<file path="src/rtl/ysyx_22051013_axi_bus_scheduler_pkg.sv">
// Shared widths, default AXI IDs and FSM state encodings for the AXI bus scheduler.
package ysyx_22051013_axi_bus_scheduler_pkg;

    localparam int unsigned ADDR_W = 64;
    localparam int unsigned DATA_W = 64;
    localparam int unsigned STRB_W = 8;
    localparam int unsigned ID_W   = 5;
    localparam int unsigned RESP_W = 2;

    localparam logic [ID_W-1:0] DEF_IF_ID = 5'd1;
    localparam logic [ID_W-1:0] DEF_LS_ID = 5'd2;

    localparam logic [1:0] R_IDLE = 2'd0;
    localparam logic [1:0] R_ADDR = 2'd1;
    localparam logic [1:0] R_DATA = 2'd2;

    localparam logic [1:0] W_IDLE = 2'd0;
    localparam logic [1:0] W_ADDR = 2'd1;
    localparam logic [1:0] W_RESP = 2'd2;

    // Any non-OKAY response (SLVERR, DECERR, EXOKAY) is reported as an error.
    function automatic logic resp_err(input logic [RESP_W-1:0] resp);
        return |resp;
    endfunction

endpackage

</file>
<file path="src/rtl/ysyx_22051013_rr_arb2.sv">
// Two-way round-robin picker; the pointer moves only when the served request completes.
module ysyx_22051013_rr_arb2 (
    input  logic       clk,
    input  logic       rst,
    input  logic [1:0] req,
    input  logic       update,
    input  logic       served,
    output logic [1:0] grant
);

    // prio_q set means requester 1 wins a tie.
    logic prio_q;

    always_ff @(posedge clk) begin
        if (rst) begin
            prio_q <= 1'b0;
        end else if (update) begin
            prio_q <= ~served;
        end
    end

    always_comb begin
        grant = req;
        if (req[0] && req[1]) begin
            grant = prio_q ? 2'b10 : 2'b01;
        end
    end

endmodule

</file>
<file path="src/rtl/ysyx_22051013_axi_bus_scheduler.sv">
// Schedules IF reads and LSU reads/writes onto one AXI master port.
// Optional watchdog: define YSYX_22051013_AXI_TIMEOUT_EN.
module ysyx_22051013_axi_bus_scheduler
    import ysyx_22051013_axi_bus_scheduler_pkg::*;
#(
    parameter logic [ID_W-1:0] IF_ID       = DEF_IF_ID,
    parameter logic [ID_W-1:0] LS_ID       = DEF_LS_ID,
    parameter int unsigned     TIMEOUT_CYC = 1023
) (
    input  logic              clk,
    input  logic              rst,
    input  logic              if_req,
    input  logic [ADDR_W-1:0] if_addr,
    output logic              if_rvalid,
    output logic [DATA_W-1:0] if_rdata,
    output logic              if_rerr,
    input  logic              ls_rreq,
    input  logic [ADDR_W-1:0] ls_raddr,
    output logic              ls_rvalid,
    output logic [DATA_W-1:0] ls_rdata,
    output logic              ls_rerr,
    input  logic              ls_wreq,
    input  logic [ADDR_W-1:0] ls_waddr,
    input  logic [DATA_W-1:0] ls_wdata,
    input  logic [STRB_W-1:0] ls_wstrb,
    output logic              ls_wdone,
    output logic              ls_werr,
    output logic [ID_W-1:0]   axi_aw_id,
    output logic [ADDR_W-1:0] axi_aw_addr,
    output logic              axi_aw_valid,
    input  logic              axi_aw_ready,
    output logic [DATA_W-1:0] axi_w_data,
    output logic [STRB_W-1:0] axi_w_strb,
    output logic              axi_w_valid,
    input  logic              axi_w_ready,
    input  logic [ID_W-1:0]   axi_b_id,
    input  logic [RESP_W-1:0] axi_b_resp,
    input  logic              axi_b_valid,
    output logic              axi_b_ready,
    output logic [ID_W-1:0]   axi_ar_id,
    output logic [ADDR_W-1:0] axi_ar_addr,
    output logic              axi_ar_valid,
    input  logic              axi_ar_ready,
    input  logic [ID_W-1:0]   axi_r_id,
    input  logic [DATA_W-1:0] axi_r_data,
    input  logic [RESP_W-1:0] axi_r_resp,
    input  logic              axi_r_valid,
    output logic              axi_r_ready
);

    logic [1:0]        r_state_q, r_state_d;
    logic [ADDR_W-1:0] r_addr_q, r_addr_d;
    logic [ID_W-1:0]   r_id_q, r_id_d;
    logic              r_sel_q, r_sel_d;
    logic              r_done, r_err;
    logic [DATA_W-1:0] r_data;
    logic [1:0]        rd_req, rd_grant;

    logic              if_rvalid_q, if_rvalid_d, if_rerr_q, if_rerr_d;
    logic              ls_rvalid_q, ls_rvalid_d, ls_rerr_q, ls_rerr_d;
    logic [DATA_W-1:0] if_rdata_q, if_rdata_d, ls_rdata_q, ls_rdata_d;

    logic [1:0]        w_state_q, w_state_d;
    logic [ADDR_W-1:0] w_addr_q, w_addr_d;
    logic [DATA_W-1:0] w_data_q, w_data_d;
    logic [STRB_W-1:0] w_strb_q, w_strb_d;
    logic              aw_done_q, aw_done_d, w_done_q, w_done_d;
    logic              aw_ok, w_ok;
    logic              ls_wdone_q, ls_wdone_d, ls_werr_q, ls_werr_d;

`ifdef YSYX_22051013_AXI_TIMEOUT_EN
    logic [31:0] r_cnt_q, w_cnt_q;

    always_ff @(posedge clk) begin
        if (rst || r_state_q == R_IDLE) begin
            r_cnt_q <= '0;
        end else begin
            r_cnt_q <= r_cnt_q + 32'd1;
        end
        if (rst || w_state_q == W_IDLE) begin
            w_cnt_q <= '0;
        end else begin
            w_cnt_q <= w_cnt_q + 32'd1;
        end
    end
`endif

    // A requester is held off during its own completion pulse, when it is still asserted.
    // LSU reads also wait for any write in progress or being requested.
    assign rd_req[0] = if_req && !if_rvalid_q;
    assign rd_req[1] = ls_rreq && !ls_rvalid_q && (w_state_q == W_IDLE) && !ls_wreq;

    ysyx_22051013_rr_arb2 u_rd_arb (
        .clk    (clk),
        .rst    (rst),
        .req    (rd_req),
        .update (r_done),
        .served (r_sel_q),
        .grant  (rd_grant)
    );

    always_comb begin
        r_state_d   = r_state_q;
        r_addr_d    = r_addr_q;
        r_id_d      = r_id_q;
        r_sel_d     = r_sel_q;
        r_done      = 1'b0;
        r_err       = 1'b0;
        r_data      = '0;
        if_rvalid_d = 1'b0;
        if_rdata_d  = '0;
        if_rerr_d   = 1'b0;
        ls_rvalid_d = 1'b0;
        ls_rdata_d  = '0;
        ls_rerr_d   = 1'b0;
        case (r_state_q)
            R_IDLE: begin
                if (|rd_grant) begin
                    r_sel_d   = rd_grant[1];
                    r_addr_d  = rd_grant[1] ? ls_raddr : if_addr;
                    r_id_d    = rd_grant[1] ? LS_ID : IF_ID;
                    r_state_d = R_ADDR;
                end
            end
            R_ADDR: begin
                if (axi_ar_ready) r_state_d = R_DATA;
            end
            R_DATA: begin
                if (axi_r_valid && axi_r_id == r_id_q) begin
                    r_done    = 1'b1;
                    r_data    = axi_r_data;
                    r_err     = resp_err(axi_r_resp);
                    r_state_d = R_IDLE;
                end
            end
            default: r_state_d = R_IDLE;
        endcase
`ifdef YSYX_22051013_AXI_TIMEOUT_EN
        if (r_state_q != R_IDLE && !r_done && r_cnt_q == 32'(TIMEOUT_CYC - 1)) begin
            r_done    = 1'b1;
            r_data    = '0;
            r_err     = 1'b1;
            r_state_d = R_IDLE;
        end
`endif
        if (r_done) begin
            if (r_sel_q) begin
                ls_rvalid_d = 1'b1;
                ls_rdata_d  = r_data;
                ls_rerr_d   = r_err;
            end else begin
                if_rvalid_d = 1'b1;
                if_rdata_d  = r_data;
                if_rerr_d   = r_err;
            end
        end
    end

    always_comb begin
        w_state_d  = w_state_q;
        w_addr_d   = w_addr_q;
        w_data_d   = w_data_q;
        w_strb_d   = w_strb_q;
        aw_done_d  = aw_done_q;
        w_done_d   = w_done_q;
        ls_wdone_d = 1'b0;
        ls_werr_d  = 1'b0;
        aw_ok      = aw_done_q || (axi_aw_valid && axi_aw_ready);
        w_ok       = w_done_q || (axi_w_valid && axi_w_ready);
        case (w_state_q)
            W_IDLE: begin
                if (ls_wreq && !ls_wdone_q) begin
                    w_addr_d  = ls_waddr;
                    w_data_d  = ls_wdata;
                    w_strb_d  = ls_wstrb;
                    aw_done_d = 1'b0;
                    w_done_d  = 1'b0;
                    w_state_d = W_ADDR;
                end
            end
            W_ADDR: begin
                if (aw_ok && w_ok) begin
                    aw_done_d = 1'b0;
                    w_done_d  = 1'b0;
                    w_state_d = W_RESP;
                end else begin
                    aw_done_d = aw_ok;
                    w_done_d  = w_ok;
                end
            end
            W_RESP: begin
                if (axi_b_valid && axi_b_id == LS_ID) begin
                    ls_wdone_d = 1'b1;
                    ls_werr_d  = resp_err(axi_b_resp);
                    w_state_d  = W_IDLE;
                end
            end
            default: w_state_d = W_IDLE;
        endcase
`ifdef YSYX_22051013_AXI_TIMEOUT_EN
        if (w_state_q != W_IDLE && !ls_wdone_d && w_cnt_q == 32'(TIMEOUT_CYC - 1)) begin
            ls_wdone_d = 1'b1;
            ls_werr_d  = 1'b1;
            aw_done_d  = 1'b0;
            w_done_d   = 1'b0;
            w_state_d  = W_IDLE;
        end
`endif
    end

    always_ff @(posedge clk) begin
        if (rst) begin
            r_state_q   <= R_IDLE;
            r_addr_q    <= '0;
            r_id_q      <= '0;
            r_sel_q     <= 1'b0;
            if_rvalid_q <= 1'b0;
            if_rdata_q  <= '0;
            if_rerr_q   <= 1'b0;
            ls_rvalid_q <= 1'b0;
            ls_rdata_q  <= '0;
            ls_rerr_q   <= 1'b0;
            w_state_q   <= W_IDLE;
            w_addr_q    <= '0;
            w_data_q    <= '0;
            w_strb_q    <= '0;
            aw_done_q   <= 1'b0;
            w_done_q    <= 1'b0;
            ls_wdone_q  <= 1'b0;
            ls_werr_q   <= 1'b0;
        end else begin
            r_state_q   <= r_state_d;
            r_addr_q    <= r_addr_d;
            r_id_q      <= r_id_d;
            r_sel_q     <= r_sel_d;
            if_rvalid_q <= if_rvalid_d;
            if_rdata_q  <= if_rdata_d;
            if_rerr_q   <= if_rerr_d;
            ls_rvalid_q <= ls_rvalid_d;
            ls_rdata_q  <= ls_rdata_d;
            ls_rerr_q   <= ls_rerr_d;
            w_state_q   <= w_state_d;
            w_addr_q    <= w_addr_d;
            w_data_q    <= w_data_d;
            w_strb_q    <= w_strb_d;
            aw_done_q   <= aw_done_d;
            w_done_q    <= w_done_d;
            ls_wdone_q  <= ls_wdone_d;
            ls_werr_q   <= ls_werr_d;
        end
    end

    assign if_rvalid = if_rvalid_q;
    assign if_rdata  = if_rdata_q;
    assign if_rerr   = if_rerr_q;
    assign ls_rvalid = ls_rvalid_q;
    assign ls_rdata  = ls_rdata_q;
    assign ls_rerr   = ls_rerr_q;
    assign ls_wdone  = ls_wdone_q;
    assign ls_werr   = ls_werr_q;

    // Payloads read as zero whenever their valid is low.
    assign axi_ar_valid = (r_state_q == R_ADDR);
    assign axi_ar_id    = axi_ar_valid ? r_id_q : '0;
    assign axi_ar_addr  = axi_ar_valid ? r_addr_q : '0;
    assign axi_r_ready  = (r_state_q == R_DATA);

    assign axi_aw_valid = (w_state_q == W_ADDR) && !aw_done_q;
    assign axi_aw_id    = axi_aw_valid ? LS_ID : '0;
    assign axi_aw_addr  = axi_aw_valid ? w_addr_q : '0;
    assign axi_w_valid  = (w_state_q == W_ADDR) && !w_done_q;
    assign axi_w_data   = axi_w_valid ? w_data_q : '0;
    assign axi_w_strb   = axi_w_valid ? w_strb_q : '0;
    assign axi_b_ready  = (w_state_q == W_RESP);

endmodule
</file>
<file path="config.mk">
export PLATFORM = sky130hd
export DESIGN_NAME = ysyx_22051013_axi_bus_scheduler
export DESIGN_NICKNAME = d
export VERILOG_FILES = /design/src/rtl/ysyx_22051013_axi_bus_scheduler_pkg.sv /design/src/rtl/ysyx_22051013_rr_arb2.sv /design/src/rtl/ysyx_22051013_axi_bus_scheduler.sv
export SDC_FILE = /design/constraint.sdc
export NUM_CORES = 1
export LEC_CHECK = 0
export CAP_MARGIN = 30
export CORE_AREA = 2 2 276 278
export CTS_CLUSTER_SIZE = 24
export DETAILED_ROUTE_END_ITERATION = 16
export DIE_AREA = 0 0 278 280
export PLACE_DENSITY_LB_ADDON = 0.15
export SYNTH_ARGS = -nofsm -noshare
export SYNTH_HDL_FRONTEND = slang
export SYNTH_SLANG_ARGS = --single-unit
export TNS_END_PERCENT = 30
</file>
<file path="constraint.sdc">
create_clock -name clk -period 3.45 [get_ports clk]
set_clock_uncertainty 0.15 [all_clocks]
set_input_delay 0.5175 -clock clk [delete_from_list [all_inputs] [get_ports clk]]
set_output_delay 0.5175 -clock clk [all_outputs]
set_load 0.01 [all_outputs]
</file>
==> summary.md <==
| Metric | Value |
|---|---|
| Final period util | `93.3%` |
| CP Class | `flip-flop to output port` |
| Combinational family with the most area after synthesis | `simple AND/OR/NAND/NOR gates` |
| Synth Area in Simple Gates | `32.7%` |
| Worst-Margin Slew | `857 ps` |
| Initial antenna violation count | `11` |
| Initial DRC count | `517` |
| HPWL after detailed placement | `41,000 um` |
| Post-Synth Adder-Cell Area | `0%` |
| Core area | `75,200 um2` |
| Total Routed Length | `58,200 um` |
| Initial core utilization | `17.1%` |
| Setup ws final | `232 ps` |
| Inst Count DP | `3,101` |
| Final #Nets | `2,525` |
| Pins Over Slew Limit | `0` |
| Mapped Cells | `1,531` |
| Pleak | `8.16 nW` |
| Seq cells post-synth | `343` |
| CP peak stage delay | `570 ps` |
| Area delta synth->final | `74.0%` |
| Row cnt | `101` |
| RePlAce Congestion | `0.794` |
| Post-Synth XOR/XNOR Area | `0.136%` |
| Critical path data required time | `2780 ps` |
| Number of flops mapped to enable cells by yosys | `0` |
| Share of the synthesized area in the top cell type | `53.3%` |
| Clock sink count | `343` |
| Final Hold Fails | `0` |
| Max-cap violations | `0` |
| Ys Warns | `0` |
| Port-buffer cells | `693` |
| Most instantiated library cell after synthesis | `dfxtp_1` |
| IO Pins | `701` |
| Main area contributors after synthesis | `dfxtp_1 53%, and2_1 16%, nand2_1 9.9%` |
| Die Height | `280 um` |
| List of most frequent post-synthesis cells | `343 x dfxtp_1, 340 x nand2_1, 330 x and2_1` |
| TritonCTS buffer count | `45` |
| Post-synthesis mux area share | `0%` |
| CTS H-tree lvls | `2` |
| Nature of the critical path startpoint | `flip-flop` |
| Layout cell share with drive strength beyond 1 | `5.17%` |
| Number of global-route vias before repair | `13,300` |
| Area after DPL | `20,900 um2` |
| Placement Setup Slack | `356 ps` |
| Min-Delay Path Class | `input port to flip-flop` |
| Cell accounting for the most synthesized area | `dfxtp_1` |
| Clock Path Buffers | `3` |
| Fmax | `311 MHz` |
| RSZ-0062 raised after global routing | `yes` |
| ANT nets after route | `0` |
| Worst Path Max Fanout | `42` |
| Max-slew headroom | `42.9%` |
| Outcome | `completed` |
| Hold Buf Count CTS | `0` |
| DRC viols | `0` |
| Clock Root Buffer | `clkbuf_16` |
| Power, Total | `10.4 mW` |
| CTS tree | `yes` |
| Mapped cell area | `12,900 um2` |
| Final instance area | `22,400 um2` |
| Global-route wire length before repair | `85,700 um` |
| Largest net degree at the start of global routing | `109` |
| Hold_ws | `221 ps` |
| Power per Cell Area | `464 nW/um2` |
| Final Util | `29.8%` |
| Setup Buffers After CTS | `0` |
| Yosys cell types | `36` |
| Final setup vio count | `0` |
| Worst-Skew Late Latency | `560 ps` |
| Post-CTS Resized | `0` |
| Max VDD drop | `0.379 mV` |
| Slowest cell on crit path | `clkdlybuf4s50_1` |
| Crit path buf inv count | `2` |
| Ys flop type | `dfxtp_1` |
| Pre-antenna DRT Iters | `5` |
| Fin cells | `3,191` |
| Critical path, cell by cell | `nand2b_1, nor2_4, buf_12, and2_1, clkdlybuf4s50_1` |
| Vias/cell | `4.03` |
| GRT Total Usage | `14.4%` |
| Die area | `77,800 um2` |
| Chip width | `278 um` |
| Seq/Total Area, Yosys | `53.3%` |
| Syn Area/Cell | `8.42 um2` |
| Critical path arrival | `2550 ps` |
| Routed len/inst | `18.3 um` |
| Asr flop ratio synth | `0%` |
| Filler cell count | `7,953` |
| Vias | `12,900` |
| Post-route minimum period | `3220 ps` |
| Clock slew at reported path FFs | `60 ps` |
| Sum Neg Setup Slack | `0 ps` |
| Gr ovfl total | `0` |
| Worst setup EP type | `output port` |
| Delay-heaviest family, CP | `simple AND/OR/NAND/NOR gates` |
| Synth Area in Compound Gates | `9.28%` |
-- power breakdown --
part	leakage, nW	internal [mW]	total (mW)	switching (mW)
clock network	0.726	2.89	4.76	1.87
registers	2.79	4.15	4.23	0.0871
logic	4.64	0.735	1.43	0.695
total	8.16	7.77	10.4	2.65
-- flip-flops by register name, indices dropped and copies added (netlist names) --
name,cells
r_state_q,2
w_done_q,1
if_rvalid,1
ls_rerr,1
w_state_q,2
if_rerr,1
u_rd_arb.prio_q,1
ls_rvalid,1
w_data_q,64
ls_rdata,64
w_addr_q,64
ls_wdone,1
if_rdata,64
w_strb_q,8
r_addr_q,64
r_id_q,1
r_sel_q,1
ls_werr,1
aw_done_q,1
-- layout make-up --
class | count | area, um2 | share of cell area (%)
diodes | 6 | 15.0 | 0.0669
clock buffers | 65 | 1290 | 5.75
clock inverters | 16 | 195 | 0.870
inverters | 1 | 3.75 | 0.0167
multi-input cells | 1061 | 5510 | 24.5
flip-flops and latches | 343 | 6870 | 30.6
well taps | 978 | 1220 | 5.45
repair buffers | 721 | 7340 | 32.7
-- cell usage in the layout, fill, tap and decap left out, types with 2 or more instances in the layout --
cell type,Yosys,final
a21oi_1,140,140
a22oi_1,2,2
a31oi_1,65,65
and2_1,330,330
buf_12,0,15
buf_4,9,13
bufinv_16,0,4
clkbuf_1,95,11
clkbuf_16,0,45
clkbuf_8,0,9
clkdlybuf4s50_1,0,692
clkinv_2,0,7
clkinvlp_4,0,3
conb_1,1,7
dfxtp_1,343,343
diode_2,0,6
inv_6,0,2
nand2_1,340,340
nand2b_1,2,2
nand3_1,130,130
nor2_1,10,8
nor2_4,0,2
nor2b_1,4,3
nor3_1,5,4
nor4b_1,3,2
o21a_1,3,3
o21ai_0,2,2
o22ai_1,2,2
or4b_4,1,2
xnor2_1,2,2
-- cells by family after synthesis --
group,Yosys count
compound gates,217
xor+xnor,2
buf+inv,133
flops,343
other cells,1
simple gates,835
-- path summary, 6_finish.rpt --
path,to,depth (start not counted),slack (ps),startpoint
worst max-delay path,axi_w_data[52],5,230,w_state_q[1]
worst min-delay path,w_state_q[0],2,220,rst
worst max register to register,r_addr_q[52],6,930,w_state_q[1]
worst min register to register,w_data_q[50],2,300,w_data_q[50]
-- routing by layer --
layer | share of wire (%) | vias up | GRT usage (%)
met4 | 2.6 | 10 | 4.60
met3 | 8.5 | 94 | 5.00
met1 | 40 | 5988 | 16.6
li1 | - | 6275 | -
met5 | 0.088 | - | 0
met2 | 49 | 490 | 24.9
No activity file was read; power rests on OpenSTA's default activity.
